File: config.mk
export PLATFORM = sky130hd
export DESIGN_NAME = fft8_frame_host
export DESIGN_NICKNAME = d
export VERILOG_FILES = /design/src/rtl/fft8_frame_host.sv
export SDC_FILE = /design/constraint.sdc
export NUM_CORES = 1
export LEC_CHECK = 0
export ABC_AREA = 1
export BUFFER_PORTS_ARGS = -buffer_cell sky130_fd_sc_hd__buf_2
export CAP_MARGIN = 15
export CORE_MARGIN = 8
export CORE_UTILIZATION = 25
export CTS_CLUSTER_DIAMETER = 200
export DETAILED_ROUTE_END_ITERATION = 16
export GPL_ROUTABILITY_DRIVEN = 0
export PLACE_DENSITY = 0.44
export SLEW_MARGIN = 40
export SYNTH_ARGS = -nofsm -noshare
export SYNTH_HDL_FRONTEND = slang
export SYNTH_SLANG_ARGS = --single-unit
File: constraint.sdc
create_clock -name clk -period 17.7 [get_ports clk]
set_clock_uncertainty 0.15 [all_clocks]
set_input_delay 3.54 -clock clk [delete_from_list [all_inputs] [get_ports clk]]
set_output_delay 3.54 -clock clk [all_outputs]
set_load 0.005 [all_outputs]
File: src/rtl/fft8_frame_host.sv
// -----------------------------------------------------------------------------
// fft8_frame_host
// Host-side bridge for the fft8 core. It collects eight serial samples into a
// parallel frame, launches the frame with a one-cycle fft_valid pulse, and waits
// for the core's fft_result_valid. It then captures all sixteen result words
// and streams them out one bin per cycle under valid/ready.
// Only one frame is in flight at a time, because the core cannot apply
// backpressure.
//
// Optional feature: define FFT8_HOST_TIMEOUT_EN to abort a frame when the core
// has not answered within TIMEOUT_CYCLES WAIT cycles. Without the macro the
// block waits forever and timeout_err is held at 0.
//
// Ports:
//   clk, rst            clock, synchronous active-high reset
//   in_data/in_valid/in_ready   serial sample input (in_ready = state==COLLECT)
//   fft_x, fft_valid    parallel frame and launch strobe to the core
//   fft_y, fft_y_i, fft_result_valid   core results (slot k at [k*W +: W])
//   out_re/out_im/out_idx/out_last/out_valid/out_ready   bin output stream
//   frame_count         completed frames, 16-bit wrapping
//   spurious_err        sticky: result strobe seen outside WAIT
//   timeout_err         sticky: WAIT aborted by the timeout
// -----------------------------------------------------------------------------
module fft8_frame_host #(
    parameter int INT_SIZE       = 8,
    parameter int FRAC_SIZE      = 8,
    parameter int TIMEOUT_CYCLES = 15
) (
    input  logic                                clk,
    input  logic                                rst,
    input  logic [INT_SIZE+FRAC_SIZE-1:0]       in_data,
    input  logic                                in_valid,
    output logic                                in_ready,
    output logic [8*(INT_SIZE+FRAC_SIZE)-1:0]   fft_x,
    output logic                                fft_valid,
    input  logic [8*(INT_SIZE+FRAC_SIZE)-1:0]   fft_y,
    input  logic [8*(INT_SIZE+FRAC_SIZE)-1:0]   fft_y_i,
    input  logic                                fft_result_valid,
    output logic [INT_SIZE+FRAC_SIZE-1:0]       out_re,
    output logic [INT_SIZE+FRAC_SIZE-1:0]       out_im,
    output logic [2:0]                          out_idx,
    output logic                                out_last,
    output logic                                out_valid,
    input  logic                                out_ready,
    output logic [15:0]                         frame_count,
    output logic                                spurious_err,
    output logic                                timeout_err
);

    localparam int W = INT_SIZE + FRAC_SIZE;

    typedef enum logic [1:0] {
        COLLECT = 2'd0,
        LAUNCH  = 2'd1,
        WAIT    = 2'd2,
        DRAIN   = 2'd3
    } state_t;

    state_t           r_state;
    state_t           w_next_state;
    logic [2:0]       r_wr_idx;
    logic [2:0]       r_rd_idx;
    logic [2:0]       w_rd_next;
    logic [8*W-1:0]   r_fft_x;
    logic             r_fft_valid;
    logic [W-1:0]     r_buf_re [0:7];
    logic [W-1:0]     r_buf_im [0:7];
    logic [W-1:0]     r_out_re;
    logic [W-1:0]     r_out_im;
    logic [2:0]       r_out_idx;
    logic             r_out_last;
    logic             r_out_valid;
    logic [15:0]      r_frame_count;
    logic             r_spurious_err;
    logic             w_timeout;

    assign w_rd_next = r_rd_idx + 3'd1;

`ifdef FFT8_HOST_TIMEOUT_EN
    localparam int              TO_W   = $clog2(TIMEOUT_CYCLES + 1);
    localparam logic [TO_W-1:0] TO_MAX = TO_W'(TIMEOUT_CYCLES - 1);

    logic [TO_W-1:0] r_to_cnt;
    logic            r_timeout_err;

    // The counter shows how many WAIT cycles have already passed. The
    // TIMEOUT_CYCLES-th cycle aborts unless a result arrives in the same cycle.
    assign w_timeout = (r_state == WAIT) && !fft_result_valid && (r_to_cnt == TO_MAX);

    // Timeout counter (cleared while launching) and sticky timeout flag
    always_ff @(posedge clk) begin
        if (rst) begin
            r_to_cnt      <= '0;
            r_timeout_err <= 1'b0;
        end else begin
            if (r_state == LAUNCH) begin
                r_to_cnt <= '0;
            end else if (r_state == WAIT) begin
                r_to_cnt <= r_to_cnt + 1'b1;
            end
            if (w_timeout) begin
                r_timeout_err <= 1'b1;
            end
        end
    end

    assign timeout_err = r_timeout_err;
`else
    assign w_timeout   = 1'b0;
    assign timeout_err = 1'b0;
`endif

    // FSM state register
    always_ff @(posedge clk) begin
        if (rst) begin
            r_state <= COLLECT;
        end else begin
            r_state <= w_next_state;
        end
    end

    // FSM next-state logic
    always_comb begin
        w_next_state = r_state;
        case (r_state)
            COLLECT: begin
                if (in_valid && (r_wr_idx == 3'd7)) begin
                    w_next_state = LAUNCH;
                end else begin
                    w_next_state = COLLECT;
                end
            end
            LAUNCH: begin
                w_next_state = WAIT;
            end
            WAIT: begin
                if (fft_result_valid) begin
                    w_next_state = DRAIN;
                end else if (w_timeout) begin
                    w_next_state = COLLECT;
                end else begin
                    w_next_state = WAIT;
                end
            end
            DRAIN: begin
                if (out_ready && (r_rd_idx == 3'd7)) begin
                    w_next_state = COLLECT;
                end else begin
                    w_next_state = DRAIN;
                end
            end
            default: begin
                w_next_state = COLLECT;
            end
        endcase
    end

    // Datapath: sample collection, launch strobe, result capture and bin streaming.
    // fft_valid is set on the edge that enters LAUNCH. That keeps it high for
    // exactly the LAUNCH cycle and still comes straight from a flop.
    always_ff @(posedge clk) begin
        if (rst) begin
            r_wr_idx       <= 3'd0;
            r_rd_idx       <= 3'd0;
            r_fft_x        <= '0;
            r_fft_valid    <= 1'b0;
            r_out_re       <= '0;
            r_out_im       <= '0;
            r_out_idx      <= 3'd0;
            r_out_last     <= 1'b0;
            r_out_valid    <= 1'b0;
            r_frame_count  <= 16'd0;
            r_spurious_err <= 1'b0;
            for (int k = 0; k < 8; k++) begin
                r_buf_re[k] <= '0;
                r_buf_im[k] <= '0;
            end
        end else begin
            if (fft_result_valid && (r_state != WAIT)) begin
                r_spurious_err <= 1'b1;
            end
            case (r_state)
                COLLECT: begin
                    if (in_valid) begin
                        r_fft_x[int'(r_wr_idx)*W +: W] <= in_data;
                        r_wr_idx                      <= r_wr_idx + 3'd1;
                        r_fft_valid                   <= (r_wr_idx == 3'd7);
                    end
                end
                LAUNCH: begin
                    r_fft_valid <= 1'b0;
                end
                WAIT: begin
                    if (fft_result_valid) begin
                        for (int k = 0; k < 8; k++) begin
                            r_buf_re[k] <= fft_y[k*W +: W];
                            r_buf_im[k] <= fft_y_i[k*W +: W];
                        end
                        // Bin 0 is presented directly from the core bus, because
                        // the buffer is only written on this same edge.
                        r_out_re    <= fft_y[0 +: W];
                        r_out_im    <= fft_y_i[0 +: W];
                        r_out_idx   <= 3'd0;
                        r_out_last  <= 1'b0;
                        r_out_valid <= 1'b1;
                        r_rd_idx    <= 3'd0;
                    end
                end
                DRAIN: begin
                    if (out_ready) begin
                        if (r_rd_idx == 3'd7) begin
                            r_out_valid   <= 1'b0;
                            r_out_last    <= 1'b0;
                            r_rd_idx      <= 3'd0;
                            r_frame_count <= r_frame_count + 16'd1;
                        end else begin
                            r_rd_idx   <= w_rd_next;
                            r_out_re   <= r_buf_re[w_rd_next];
                            r_out_im   <= r_buf_im[w_rd_next];
                            r_out_idx  <= w_rd_next;
                            r_out_last <= (w_rd_next == 3'd7);
                        end
                    end
                end
                default: begin
                end
            endcase
        end
    end

    assign in_ready     = (r_state == COLLECT);
    assign fft_x        = r_fft_x;
    assign fft_valid    = r_fft_valid;
    assign out_re       = r_out_re;
    assign out_im       = r_out_im;
    assign out_idx      = r_out_idx;
    assign out_last     = r_out_last;
    assign out_valid    = r_out_valid;
    assign frame_count  = r_frame_count;
    assign spurious_err = r_spurious_err;

endmodule

==> impl_metrics.toml, run 1 <==
[layout]
area_growth_pct = 25.7
final_cell_area_um2 = 24900
area.sequential_um2 = 11500
fillers = 8612
nNetsFinal = 3086
drive_above_1_share_pct = 20.7
multi_input_area_um2 = 6270
finalNonFillerCells = 3901

[timing]
maxSlewHeadroom_pct = 48.4
period_share_pct = 38.7
hold_viol = 0
finalSetupViolations = 0
drv_slew = 0
fin_tns_setup_ns = 0
rsz0062_at_grt = "false"
max_freq_mhz = 146
min_period_ns = 6.84
worst_pin_slew_ns = 0.773

[cts]
cts_root_buf = "clkbuf_16"
clock_sinks = 447
cts_made_buffers = 54
clk_pin_slew_worst_paths_ns = 0.06
hold_buffers = 0
clk_path_buf_depth = 3
clk_latency_ns = 0.61
htree_levels = 2
cts_resized = 0
cts_tree = "done"
cts_setup_buffers = 0

[placed_design]
placed_cells = 3794
post-dp-hpwl_um = 48000
place_area_um2 = 23100
numPortBuffers = 460

[critical_path]
crit_type = "input port to flip-flop"
worstPathArrival_ns = 6.92
crit_required_ns = 17.78
path_max_fanout = 75
end_kind = "flip-flop"
cp-start-kind = "input port"

[floorplan]
coreArea_um2 = 78700
row_count = 103
die_w_um = 298
chipHeight_um = 298
ios = 462
start_util_pct = 25.2
die_area_um2 = 88500

[yosys]
synthArstFlopShare_pct = 0
synth-seq-cells = 447
ys_seq_area_share_pct = 58.1
yosys.cell_types.count = 37
syn-cell-area_um2 = 19800
yosysWarnings = 0
synth_top_area_share_pct = 38.8
synth_edf_count = 256
synthTopCellsByArea = "edfxtp_1, dfxtp_1, nor2_1"
synthesis.nets = 2681
yosysTopAreaCell = "edfxtp_1"
synthFlopType = "edfxtp_1"
syn-instance-count = 2395
yosysMostFrequentCell = "nor2_1"
synth_area_per_cell_um2 = 8.27
synthTopCellsByCount = "nor2_1, inv_1, nand2_1"

[route]
drtIter0Drc = 879
num_vias = 16700
drc = 0
dr.pass1.iters = 5
antenna_left = 0
wirelength_um = 71400
avgViaCountPerCell = 4.28
wl_per_cell_um = 18.3

[power_and_ir_drop]
p_per_area_nw_per_um2 = 96.2
p_leak_uw = 0.0119
ir_drop_uv = 68.6

[global_routing]
grt_max_degree = 120
grt_antenna_before_repair = 20
grt_pass1_vias = 16900
grt_usage_pct = 15.6
overflow = 0
grt_pass1_wl_um = 107000

[min_path]
min_path_type = "flip-flop to flip-flop"

[run]
maxCapViolations = 0

[status]
status = "complete, no violations"
-- power breakdown --
part | internal [µW] | switching (µW)
registers | 1130 | 10.7
logic | 50.2 | 101
clock network | 641 | 460
total | 1820 | 572
-- per-stage QoR --
step	worst slack (ns)	hold WS (ns)	total power, µW	util, %
4_1_cts	11.19	0.312	2430	31.6
5_1_grt	10.50	0.326	2490	31.6
6_report	10.86	0.312	2390	31.6
2_1_floorplan	7.12	0.294	1250	-
3_3_place_gp	10.02	0.301	1320	29.3
3_5_place_dp	10.53	0.303	1320	29.3
-- placed cells by master (no fill, tap or decap), drive strengths merged, types with 3 or more instances in the layout --
cell type  count
nand4         11
dfxtp        191
diode          9
edfxtp       256
nand3        141
nor2         577
a21oi        110
clkinv        16
inv          393
nand2        312
ha             9
o21a           3
buf          480
nor3           9
o21ai        242
clkbuf        82
-- cells by family (layout without fill, tap and decap cells) --
kind of cell / Yosys count / in the layout / synth area share [%]
other cells: 1 / 10 / 0.0189
simple gates: 1053 / 1053 / 21.6
flops: 447 / 447 / 58.1
xor+xnor: 1 / 1 / 0.0442
compound gates: 359 / 359 / 9.23
fa+ha+maj: 9 / 9 / 0.568
buf+inv: 525 / 972 / 10.5
-- final timing paths --
check                             endpoint  slack, ns  depth (start not counted)                    start
min reg2reg        out_idx[2]$_SDFFE_PP0P_       0.31                          2  out_idx[2]$_SDFFE_PP0P_
max reg2reg  r_buf_re[2][11]$_SDFFCE_PN0P_      14.41                          4    r_state[1]$_SDFF_PP0_
min                out_idx[2]$_SDFFE_PP0P_       0.31                          2  out_idx[2]$_SDFFE_PP0P_
max          r_buf_re[2][11]$_SDFFCE_PN0P_      10.86                          5                      rst
-- per-layer routing --
| metal | vias up | part of all wire, % | track usage (%) |
|---|---|---|---|
| li1 | 8385 | - | - |
| met1 | 7688 | 43 | 19.1 |
| met2 | 468 | 46 | 25.7 |
| met3 | 122 | 8.1 | 5.46 |
| met4 | 18 | 2.7 | 4.40 |
| met5 | - | 0.17 | 0 |
-- state kept, by name, indices dropped and copies added, names as in the netlist, 2 cells and up --
| signal | cells |
|---|---|
| out_im | 16 |
| r_rd_idx | 3 |
| r_wr_idx | 3 |
| r_state | 2 |
| r_buf_im | 128 |
| out_idx | 3 |
| out_re | 16 |
| frame_count | 16 |
| r_buf_re | 128 |
| fft_x | 128 |
-- layout make-up --
type | instances | share of cell area (%)
multi-input cells | 1423 | 25.2
inverters | 394 | 5.99
clock inverters | 16 | 0.643
clock buffers | 82 | 6.44
repair buffers | 480 | 10.1
well taps | 1050 | 5.28
diodes | 9 | 0.0905
flip-flops and latches | 447 | 46.2
-- critical path, cell delays in order --
cell      delay, ns
buf_6          0.37
clkinv_2       0.72
nand2_4        0.84
buf_6          0.60
buf_6          0.65
(Power assumes the default switching activity.)
==> run 2, diff against run 1 <==
PLACE_DENSITY = 0.46   (was 0.44)
clock period = 6.2 ns   (was 17.7 ns; I/O delays follow)
==> run 2 against run 1 <==
Critical endpoint is now fft_x[13]$_SDFFE_PP0P_; clock power rose to 2.7 times the previous value; total power rose to 2.8 times the previous value; wire length rose by 1.2%; clock-buffer cell count fell by 5; via count rose by 1.5%; hold slack improved by 0.0021 ns; critical path type is now flip-flop to flip-flop; critical path depth rose by 5.
==> impl_metrics.toml, run 2 (synthesis results as in run 1) <==
[timing]
hold_viol = 0
fin_tns_setup_ns = 0
period_share_pct = 50.3
min_period_ns = 3.12
max_freq_mhz = 321
drv_slew = 0
worst_pin_slew_ns = 0.815
rsz0062_at_grt = "false"
finalSetupViolations = 0
maxSlewHeadroom_pct = 45.7

[placed_design]
numPortBuffers = 460
post-dp-hpwl_um = 50100
place_area_um2 = 23100

[power_and_ir_drop]
p_leak_uw = 0.0119
p_per_area_nw_per_um2 = 270
ir_drop_uv = 224

[floorplan]
ios = 462
start_util_pct = 25.2
row_count = 103
die_area_um2 = 88500
chipHeight_um = 298
coreArea_um2 = 78700
die_w_um = 298

[global_routing]
overflow = 0
grt_pass1_vias = 17200
grt_antenna_before_repair = 19
grt_pass1_wl_um = 108000
grt_usage_pct = 15.6
grt_max_degree = 118

[critical_path]
crit_required_ns = 6.50
worstPathArrival_ns = 3.42
end_kind = "flip-flop"
path_max_fanout = 30
crit_type = "flip-flop to flip-flop"
cp-start-kind = "flip-flop"

[cts]
cts_setup_buffers = 0
clock_sinks = 447
htree_levels = 2
hold_buffers = 0
clk_path_buf_depth = 3
clk_latency_ns = 0.60
clk_pin_slew_worst_paths_ns = 0.06
cts_made_buffers = 53
cts_resized = 0
cts_tree = "done"
cts_root_buf = "clkbuf_16"

[route]
avgViaCountPerCell = 4.34
drc = 0
wirelength_um = 72200
dr.pass1.iters = 7
drtIter0Drc = 1021
wl_per_cell_um = 18.5
num_vias = 16900
antenna_left = 0

[layout]
final_cell_area_um2 = 24800
layout_common_cells = "nor2_1, buf_2, inv_1, nand2_1, edfxtp_1"
area_growth_pct = 25.3
nNetsFinal = 3086
drive_above_1_share_pct = 20.7
final_common_cell = "nor2_1"

[min_path]
min_path_type = "flip-flop to flip-flop"

[status]
status = "complete, no violations"

[run]
maxCapViolations = 0
## run 2: routing by layer
metal	vias up	global-route usage [%]	wire [µm]
met5	-	0	92
met4	14	3.60	1390
met3	93	5.31	6020
met2	517	25.8	33500
met1	7924	19.5	31200
li1	8377	-	-
## run 2: worst paths after layout
kind	endpoint	depth (start not counted)	slack, ns	start
hold / removal	fft_x[23]$_SDFFE_PP0P_	2	0.31	fft_x[23]$_SDFFE_PP0P_
setup / recovery	fft_x[13]$_SDFFE_PP0P_	10	3.08	r_wr_idx[0]$_SDFFE_PP0P_
hold reg to reg	fft_x[23]$_SDFFE_PP0P_	2	0.31	fft_x[23]$_SDFFE_PP0P_
setup reg to reg	fft_x[13]$_SDFFE_PP0P_	10	3.08	r_wr_idx[0]$_SDFFE_PP0P_
## run 2: power breakdown
| group | switching [µW] | total, µW | internal (µW) | leakage (µW) |
|---|---|---|---|---|
| clock | 1270 | 3000 | 1730 | 0.000818 |
| combinational | 292 | 439 | 147 | 0.00687 |
| sequential | 33.5 | 3260 | 3230 | 0.00418 |
## run 2: metrics by stage
stage                     total power, µW  setup slack [ns]  hold WS, ns  std cells  util (%)
after floorplan                      3550             0.569        0.294       2395         -
after global placement               3770              2.46        0.302       3793      29.3
after detailed placement             3770              2.51        0.306       3795      29.4
after CTS                            6820              3.01        0.318       3889      31.5
after global routing                 6970              2.81        0.328       3889      31.5
final                                6710              3.08        0.314       3896      31.5
## run 2: final cells by class
type                    instances  area, µm²
repair buffers                481       2550
clock inverters                17        116
clock buffers                  77       1550
inverters                     394       1500
fillers                      8567      53900
diodes                          7       17.5
flip-flops and latches        447      11500
multi-input cells            1423       6280
well taps                    1050       1310
## run 2: worst max-delay path, cell delays in order, from the launching register on
cell and delay [ns]:
dfxtp_1 0.51, inv_2 0.12, ha_1 0.24, ha_2 0.70
inv_1 0.22, nand3_1 0.14, nor2_1 0.06, nand3_1 0.13
inv_1 0.35, o21ai_0 0.28, a21oi_1 0.06
==> run 3, diff against run 2 <==
PLACE_DENSITY = 0.44   (was 0.46)
clock period = 2.9 ns   (was 6.2 ns; I/O delays follow)
==> run 3 against run 2 <==
Via count is 0.13% higher; hold slack got worse by 0.21 ns; largest cell class unchanged; sequential power grew 110%; non-clock buffer count up 27; highest routed layer unchanged.
==> impl_metrics.toml, run 3 (synthesis results as in run 1) <==
[global_routing]
grt_pass1_wl_um = 109000
grt_max_degree = 139
overflow = 0
grt_usage_pct = 15.8
grt_pass1_vias = 17300
grt_antenna_before_repair = 15

[timing]
finalSetupViolations = 0
worst_pin_slew_ns = 0.840
min_period_ns = 2.39
period_share_pct = 82.4
maxSlewHeadroom_pct = 44.0
rsz0062_at_grt = "false"
max_freq_mhz = 418
hold_viol = 0
drv_slew = 0
fin_tns_setup_ns = 0

[route]
num_vias = 16900
drtIter0Drc = 973
wl_per_cell_um = 18.6
avgViaCountPerCell = 4.32
dr.pass1.iters = 5
antenna_left = 0
drc = 0
wirelength_um = 72900

[floorplan]
coreArea_um2 = 78700
die_area_um2 = 88500
start_util_pct = 25.2
chipHeight_um = 298
die_w_um = 298
row_count = 103
ios = 462

[layout]
nNetsFinal = 3114
finalNonFillerCells = 3926
final_common_cell = "nor2_1"
drive_above_1_share_pct = 21.7
finalCoreUtilization_pct = 32.1
final_cell_area_um2 = 25300
multi_input_area_um2 = 6270
area.sequential_um2 = 11500
fillers = 8522
area_growth_pct = 27.6
layout_common_cells = "nor2_1, buf_2, inv_1, nand2_1, edfxtp_1"

[cts]
cts_tree = "done"
cts_made_buffers = 54
cts_setup_buffers = 0
cts_resized = 0
htree_levels = 2
clk_pin_slew_worst_paths_ns = 0.07
clk_latency_ns = 0.60
hold_buffers = 0
cts_root_buf = "clkbuf_16"
clock_sinks = 447
clk_path_buf_depth = 3

[critical_path]
r2r_slack_ns = 0.51
worstPathArrival_ns = 2.71
cp-start-kind = "flip-flop"
path_max_fanout = 16
crit_type = "flip-flop to flip-flop"
crit_required_ns = 3.22
end_kind = "flip-flop"

[power_and_ir_drop]
total_power_uw = 14800
p_per_area_nw_per_um2 = 585
ir_drop_uv = 488
p_leak_uw = 0.0121

[status]
status = "complete, no violations"

[placed_design]
post-dp-hpwl_um = 49600
placed_cells = 3821
numPortBuffers = 460
place_area_um2 = 23500

[min_path]
min_path_type = "input port to flip-flop"

[run]
maxCapViolations = 0
[run 3: cell count changes in the layout (fill, tap and decap cells not counted), moves of 3 or more]
cell and delta:
bufinv_16 +3, buf_4 +18, diode_2 -3, clkbuf_1 -3
buf_6 -4, buf_12 +14
[run 3: report_power, final]
group          switching (µW)  internal [µW]
Combinational             626            340
Clock                    2840           4030
Sequential               63.4           6900
[run 3: per-stage QoR]
stage | hold WS [ns] | setup slack, ns
2_1_floorplan | 0.294 | 0.0279
3_3_place_gp | 0.304 | 0.475
3_5_place_dp | 0.306 | 0.481
4_1_cts | 0.0527 | 0.477
5_1_grt | 0.0870 | 0.303
6_report | 0.108 | 0.510
[run 3: final cells by class]
| cell class | instances | area share, % |
|---|---|---|
| Antenna cell | 4 | 0.0396 |
| Clock inverter | 24 | 0.930 |
| Tap cell | 1050 | 5.20 |
| Sequential cell | 447 | 45.5 |
| Multi-Input combinational cell | 1423 | 24.8 |
| Clock buffer | 76 | 6.17 |
| Inverter | 394 | 5.88 |
| Timing Repair Buffer | 508 | 11.4 |
[run 3: critical path, cell delays in order (launching register included)]
cell and delay, ns:
dfxtp_1 0.34, inv_2 0.07, ha_1 0.22, ha_1 0.39, inv_1 0.12, nor3_4 0.54, inv_1 0.25, nand2_1 0.13
a21oi_1 0.06
[run 3: worst paths after layout]
path	start	to	cells past startpoint
setup / recovery	r_wr_idx[0]$_SDFFE_PP0P_	fft_x[51]$_SDFFE_PP0P_	8
hold / removal	fft_y_i[105]	r_buf_im[6][9]$_SDFFCE_PP0P_	3
setup reg to reg	r_wr_idx[0]$_SDFFE_PP0P_	fft_x[51]$_SDFFE_PP0P_	8
hold reg to reg	out_idx[1]$_SDFFE_PP0P_	out_idx[1]$_SDFFE_PP0P_	2
[run 3: layer usage]
layer	vias to the layer above	global-route usage (%)	wire, µm
li1	8432	-	-
met1	7900	19.5	31300
met2	494	26.3	33700
met3	105	5.53	6170
met4	16	3.91	1550
met5	-	0	113
